$ cat config.mk
export PLATFORM = sky130hd
export DESIGN_NAME = arbl2_req_rr
export DESIGN_NICKNAME = d
export VERILOG_FILES = /design/src/rtl/arbl2_req_rr.sv
export SDC_FILE = /design/constraint.sdc
export NUM_CORES = 1
export LEC_CHECK = 0
export ABC_AREA = 1
export BUFFER_PORTS_ARGS = -buffer_cell sky130_fd_sc_hd__buf_2
export CAP_MARGIN = 20
export CORE_ASPECT_RATIO = 1.4
export CORE_UTILIZATION = 31
export CTS_BUF_LIST = sky130_fd_sc_hd__clkbuf_16
export DETAILED_ROUTE_END_ITERATION = 7
export PLACE_DENSITY = 0.62
export SYNTH_ARGS = -nofsm -noshare
export SYNTH_HDL_FRONTEND = slang
export SYNTH_SLANG_ARGS = --single-unit
$ cat constraint.sdc
create_clock -name clk -period 1.7 [get_ports clk]
set_clock_uncertainty 0.15 [all_clocks]
set_input_delay 0.085 -clock clk [delete_from_list [all_inputs] [get_ports clk]]
set_output_delay 0.085 -clock clk [all_outputs]
set_load 0.01 [all_outputs]
$ cat src/rtl/arbl2_req_rr.sv
// arbl2_req_rr: round-robin arbiter of NREQ L2 request ports into one directory channel through a 2-entry skid FIFO.
// Optional ARBL2_PERF_EN adds saturating per-slice grant counters.
module arbl2_req_rr #(
   parameter int NREQ    = 2,
   parameter int DATA_W  = 64,
   parameter int NID_LSB = 3,
   parameter int IDX_W   = $clog2(NREQ),
   parameter int CNT_W   = 16
) (
   input  logic                   clk,
   input  logic                   reset,
   input  logic [NREQ-1:0]        req_valid,
   output logic [NREQ-1:0]        req_retry,
   input  logic [NREQ*DATA_W-1:0] req_data,
   output logic                   out_valid,
   input  logic                   out_retry,
   output logic [DATA_W-1:0]      out_data
`ifdef ARBL2_PERF_EN
   ,
   input  logic                   perf_clear,
   output logic [NREQ*CNT_W-1:0]  perf_gnt_cnt
`endif
);
   logic [IDX_W-1:0]  rr_ptr, win, idx;
   logic [1:0]        cnt;
   logic [DATA_W-1:0] mem [2];
   logic              rd_ptr, wr_ptr, acc, deq;
   logic [DATA_W-1:0] win_data;
   // Scan from farthest to nearest so the nearest valid slice after rr_ptr wins.
   always_comb begin
      win = rr_ptr;
      idx = rr_ptr;
      for (int k = NREQ; k >= 1; k--) begin
         idx = rr_ptr + IDX_W'(k);
         if (req_valid[idx]) win = idx;
      end
   end
   always_comb begin
      win_data = req_data[win*DATA_W +: DATA_W];
      win_data[NID_LSB +: IDX_W] = win;
   end
   always_comb begin
      req_retry = '0;
      for (int i = 0; i < NREQ; i++)
         req_retry[i] = req_valid[i] && (cnt == 2'd2 || win != IDX_W'(i));
   end
   assign acc       = (|req_valid) && cnt != 2'd2;
   assign out_valid = cnt != 2'd0;
   assign deq       = out_valid && !out_retry;
   assign out_data  = mem[rd_ptr];
   always_ff @(posedge clk or negedge reset) begin
      if (!reset) begin
         cnt    <= '0;
         rd_ptr <= 1'b0;
         wr_ptr <= 1'b0;
         mem[0] <= '0;
         mem[1] <= '0;
         rr_ptr <= IDX_W'(NREQ-1);
      end else begin
         if (acc) begin
            mem[wr_ptr] <= win_data;
            wr_ptr      <= ~wr_ptr;
            rr_ptr      <= win;
         end
         if (deq) rd_ptr <= ~rd_ptr;
         cnt <= cnt + {1'b0, acc} - {1'b0, deq};
      end
   end
`ifdef ARBL2_PERF_EN
   logic [NREQ-1:0][CNT_W-1:0] gnt;
   always_ff @(posedge clk or negedge reset) begin
      if (!reset) gnt <= '0;
      else if (perf_clear) gnt <= '0;
      else if (acc && gnt[win] != '1) gnt[win] <= gnt[win] + 1'b1;
   end
   assign perf_gnt_cnt = gnt;
`endif
endmodule

==> flow_summary.ini <==
[synth]
synth_top_cell_area_share_pct = 47.0
yosysMostFrequentCell = sky130_fd_sc_hd__nand2_1
synth_top_area_cell = sky130_fd_sc_hd__dfrtp_1
synth_sequential_area_ratio_pct = 47.4
synthFlopType = sky130_fd_sc_hd__dfrtp_1
asyncSetResetFlopFracSynth_pct = 100
synth_enable_flop_cells = 0
syn_avg_cell_area_sq_um = 6.99
synth_seq_cells = 133
synthesized_netlist_net_count = 1139
synth.distinct_cells = 23
synth_commonest_cells = 653 x sky130_fd_sc_hd__nand2_1, 132 x sky130_fd_sc_hd__dfrtp_1, 127 x sky130_fd_sc_hd__nand3_1
synthCells = 1005
synth.yosys.warnings = 0
synth.cell_area_sq_um = 7030
synthTopCellsByArea = sky130_fd_sc_hd__dfrtp_1 47%, sky130_fd_sc_hd__nand2_1 35%, sky130_fd_sc_hd__nand3_1 9.0%

[floorplanning]
die_extent_in_y_microns = 180
floorplan.die_area_sq_um = 23300
floorplan.initialDensity_pct = 31.9
io_pins = 200
placeableCoreArea_sq_um = 22000
horiz_die_dim_microns = 129
fp-row-count = 64

[critical_path]
worst_ep_required_time_ps = 1460
startpoint_to_endpoint_class_of_the_critical_path = reg -> out
rr_endpoint = cnt[1]
crit_path_max_incr_delay_ps = 480
regToRegStartpoint = cnt[0]
timing.critical_path.from_type = register
reg2reg_setup_slack_ps = 80
worstSetupEndpointType = output pin
worst_r2r_path_depth = 11
cp_common_cell = sky130_fd_sc_hd__nand2_1
cp_cell_sequence = inv_8 > clkbuf_16 > nand2_1 > nand2_1 > buf_2
cell_type_of_the_slowest_stage_on_the_worst_timing_path = sky130_fd_sc_hd__dfrtp_2
maximum_net_fanout_on_the_critical_path = 10
timing.critical_path.arrival_ps = 1490

[route]
num_vias = 7638
viasPerCell = 4.66
routedWlPerCell_microns = 15.5
first_iter_violations = 386
drt_pass1_iterations = 5
ant_nets = 0
drc = 0
drt_wl_total_microns = 25400

[timing]
timing.final.crit_period_ps = 1730
post-route-period-util_pct = 102
drv_slew = 0
timing.final.setup_violations = 14
setup_repair_after_global_routing_missed_its_margin = yes
layout_setup_ws_ps = -25.6
worstMarginPinSlew_ps = 359
worst_hold_margin_ps = 89.5
slew_headroom_pct = 76.1
timing.final.hold_violations = 0
max_freq_ghz = 0.580

[power]
power.switching_mw = 8.75
cellInternalPower_mw = 11.4
p_clk_share_pct = 17.2
share_seq_of_total_power_pct = 27.7
vdd.ir_drop.worst_mv = 0.909
cellLeakagePower_nw = 6.03
switching_share_pct = 43.3
power_mw = 20.2
power.combinational.fraction_pct = 55.1
power_density_nw_per_um2 = 1880

[finish]
finish.utilization_pct = 48.8
num-nets-final = 1464
final_cells = 1639
diodes = 0
post_route_cells_drive_above_1_share_pct = 22.5
fill_cells = 2152
area_delta_synth_final_pct = 53.0

[clock_network]
ctsHtreeMaxLevel = 4
cts_tree = built
clkLatencyLatePin_ps = 410
cts_root_buffer = sky130_fd_sc_hd__clkbuf_16
path_clk_slew_ps = 60
number_of_clock_sinks_seen_by_cts = 133
cts_buffer_depth = 2
cts-buffers-inserted = 17

[grt]
globalRouteMet3Util_pct = 3.98
grt_start_max_net_pins = 49
globalRoute.totalOverflow = 0
grt_pass1_vias = 7612
global_route.usage.met1_pct = 24.5
grt.met2_usage_pct = 39.6
grt_use_total_pct = 21.8
antenna_found_initial = 0
grt_busiest_layer = met2
grt_first_pass_wirelength_microns = 38800

[hold_path]
min_delay_worst_endpoint = cnt[1]
worst_hold_path_type = in -> reg
holdCritStartpoint = req_valid[1]
hold-path-cell-count = 7

[run_status]
status = finished with violations
violations = negative setup slack

[placed_design]
global_placer_s_final_weighted_congestion = 0.717
dp.final_hpwl_microns = 13600
port_buffers = 197
dpl_worst_slack_ps = 82.2
place_inst = 1461

[run]
timing.max_cap.violations = 0
power groups by stage:
stage	clock network (mW)	logic (mW)	registers, mW
floorplan	0	6.25	5.41
global placement	0	9.22	5.54
detailed placement	0	9.35	5.59
CTS	3.58	10.1	5.56
global route	3.72	12.4	5.80
finish	3.47	11.1	5.59
cells in the final DEF, fill, tap and decap left out, types with 3 or more instances in the layout:
master and instances:
sky130_fd_sc_hd__buf_12 16, sky130_fd_sc_hd__buf_16 4, sky130_fd_sc_hd__nand2_2 17, sky130_fd_sc_hd__nand2_4 4, sky130_fd_sc_hd__clkinv_1 3, sky130_fd_sc_hd__inv_1 9
sky130_fd_sc_hd__buf_2 173, sky130_fd_sc_hd__nand2_1 637, sky130_fd_sc_hd__clkinv_2 4, sky130_fd_sc_hd__dlygate4sd3_1 130, sky130_fd_sc_hd__nand3_1 127, sky130_fd_sc_hd__buf_4 13
sky130_fd_sc_hd__clkinvlp_4 3, sky130_fd_sc_hd__dfrtp_1 131, sky130_fd_sc_hd__buf_6 28, sky130_fd_sc_hd__inv_2 3, sky130_fd_sc_hd__clkbuf_16 22
cell families (layout without fill, tap and decap cells):
group | count (synthesis) | after routing | share of synthesized area [%]
buf+inv | 76 | 413 | 6.77
xor+xnor | 2 | 2 | 0.249
flops | 133 | 133 | 47.4
compound gates | 3 | 3 | 0.214
simple gates | 790 | 790 | 45.2
fa+ha+maj | 1 | 1 | 0.178
worst max-delay path, delay by kind of cell (launching register included):
| family | cells | cell delay [ps] |
|---|---|---|
| buffers and inverters | 3 | 480 |
| flip-flops | 1 | 480 |
| AND/OR/NAND/NOR | 2 | 110 |
routing by layer:
layer / up-vias / routed length (microns)
met1: 3575 / 10300
met5: - / 0
li1: 3749 / -
met3: 53 / 1330
met4: 0 / 838
met2: 261 / 13000
worst max path at each step:
stage               cells past startpoint           end    from  slack, ps
floorplan                              11        cnt[1]  cnt[1]        130
global placement                       11        cnt[1]  cnt[0]         90
detailed placement                     11        cnt[1]  cnt[1]         80
CTS                                     4   out_data[0]  rd_ptr        -40
global route                            5  out_data[38]  rd_ptr       -100
finish                                  5  out_data[27]  rd_ptr        -30
final cells by class:
cell class              count  area [sq um]  share of cell area (%)
flip-flops and latches    133          3330                    31.0
multi-input cells         796          3300                    30.7
repair buffers            369          3140                    29.2
clock buffers              17           425                    3.96
well taps                 297           372                    3.46
clock inverters            14           121                    1.13
inverters                  13          61.3                   0.570
registers in the layout (all words and copies together), names as in the netlist:
signal  flops
rr_ptr      1
cnt         2
rd_ptr      1
wr_ptr      1
mem       128
stage by stage:
step / TNS, ps / instance area, sq um
CTS: -511 / 10400
detailed placement: 0 / 8340
finish: -168 / 10800
floorplan: 0 / 7030
global placement: 0 / 8340
global route: -4240 / 10800
what timing repair did:
action,CTS,global route
gates resized for setup,22,61
endpoints found under the hold margin,261,0
pin swaps,2,4
endpoints found under the setup margin,65,93
hold buffers,130,0
gates cloned,3,5
buffers inserted,4,5
Power figures use the tool's default switching activity.
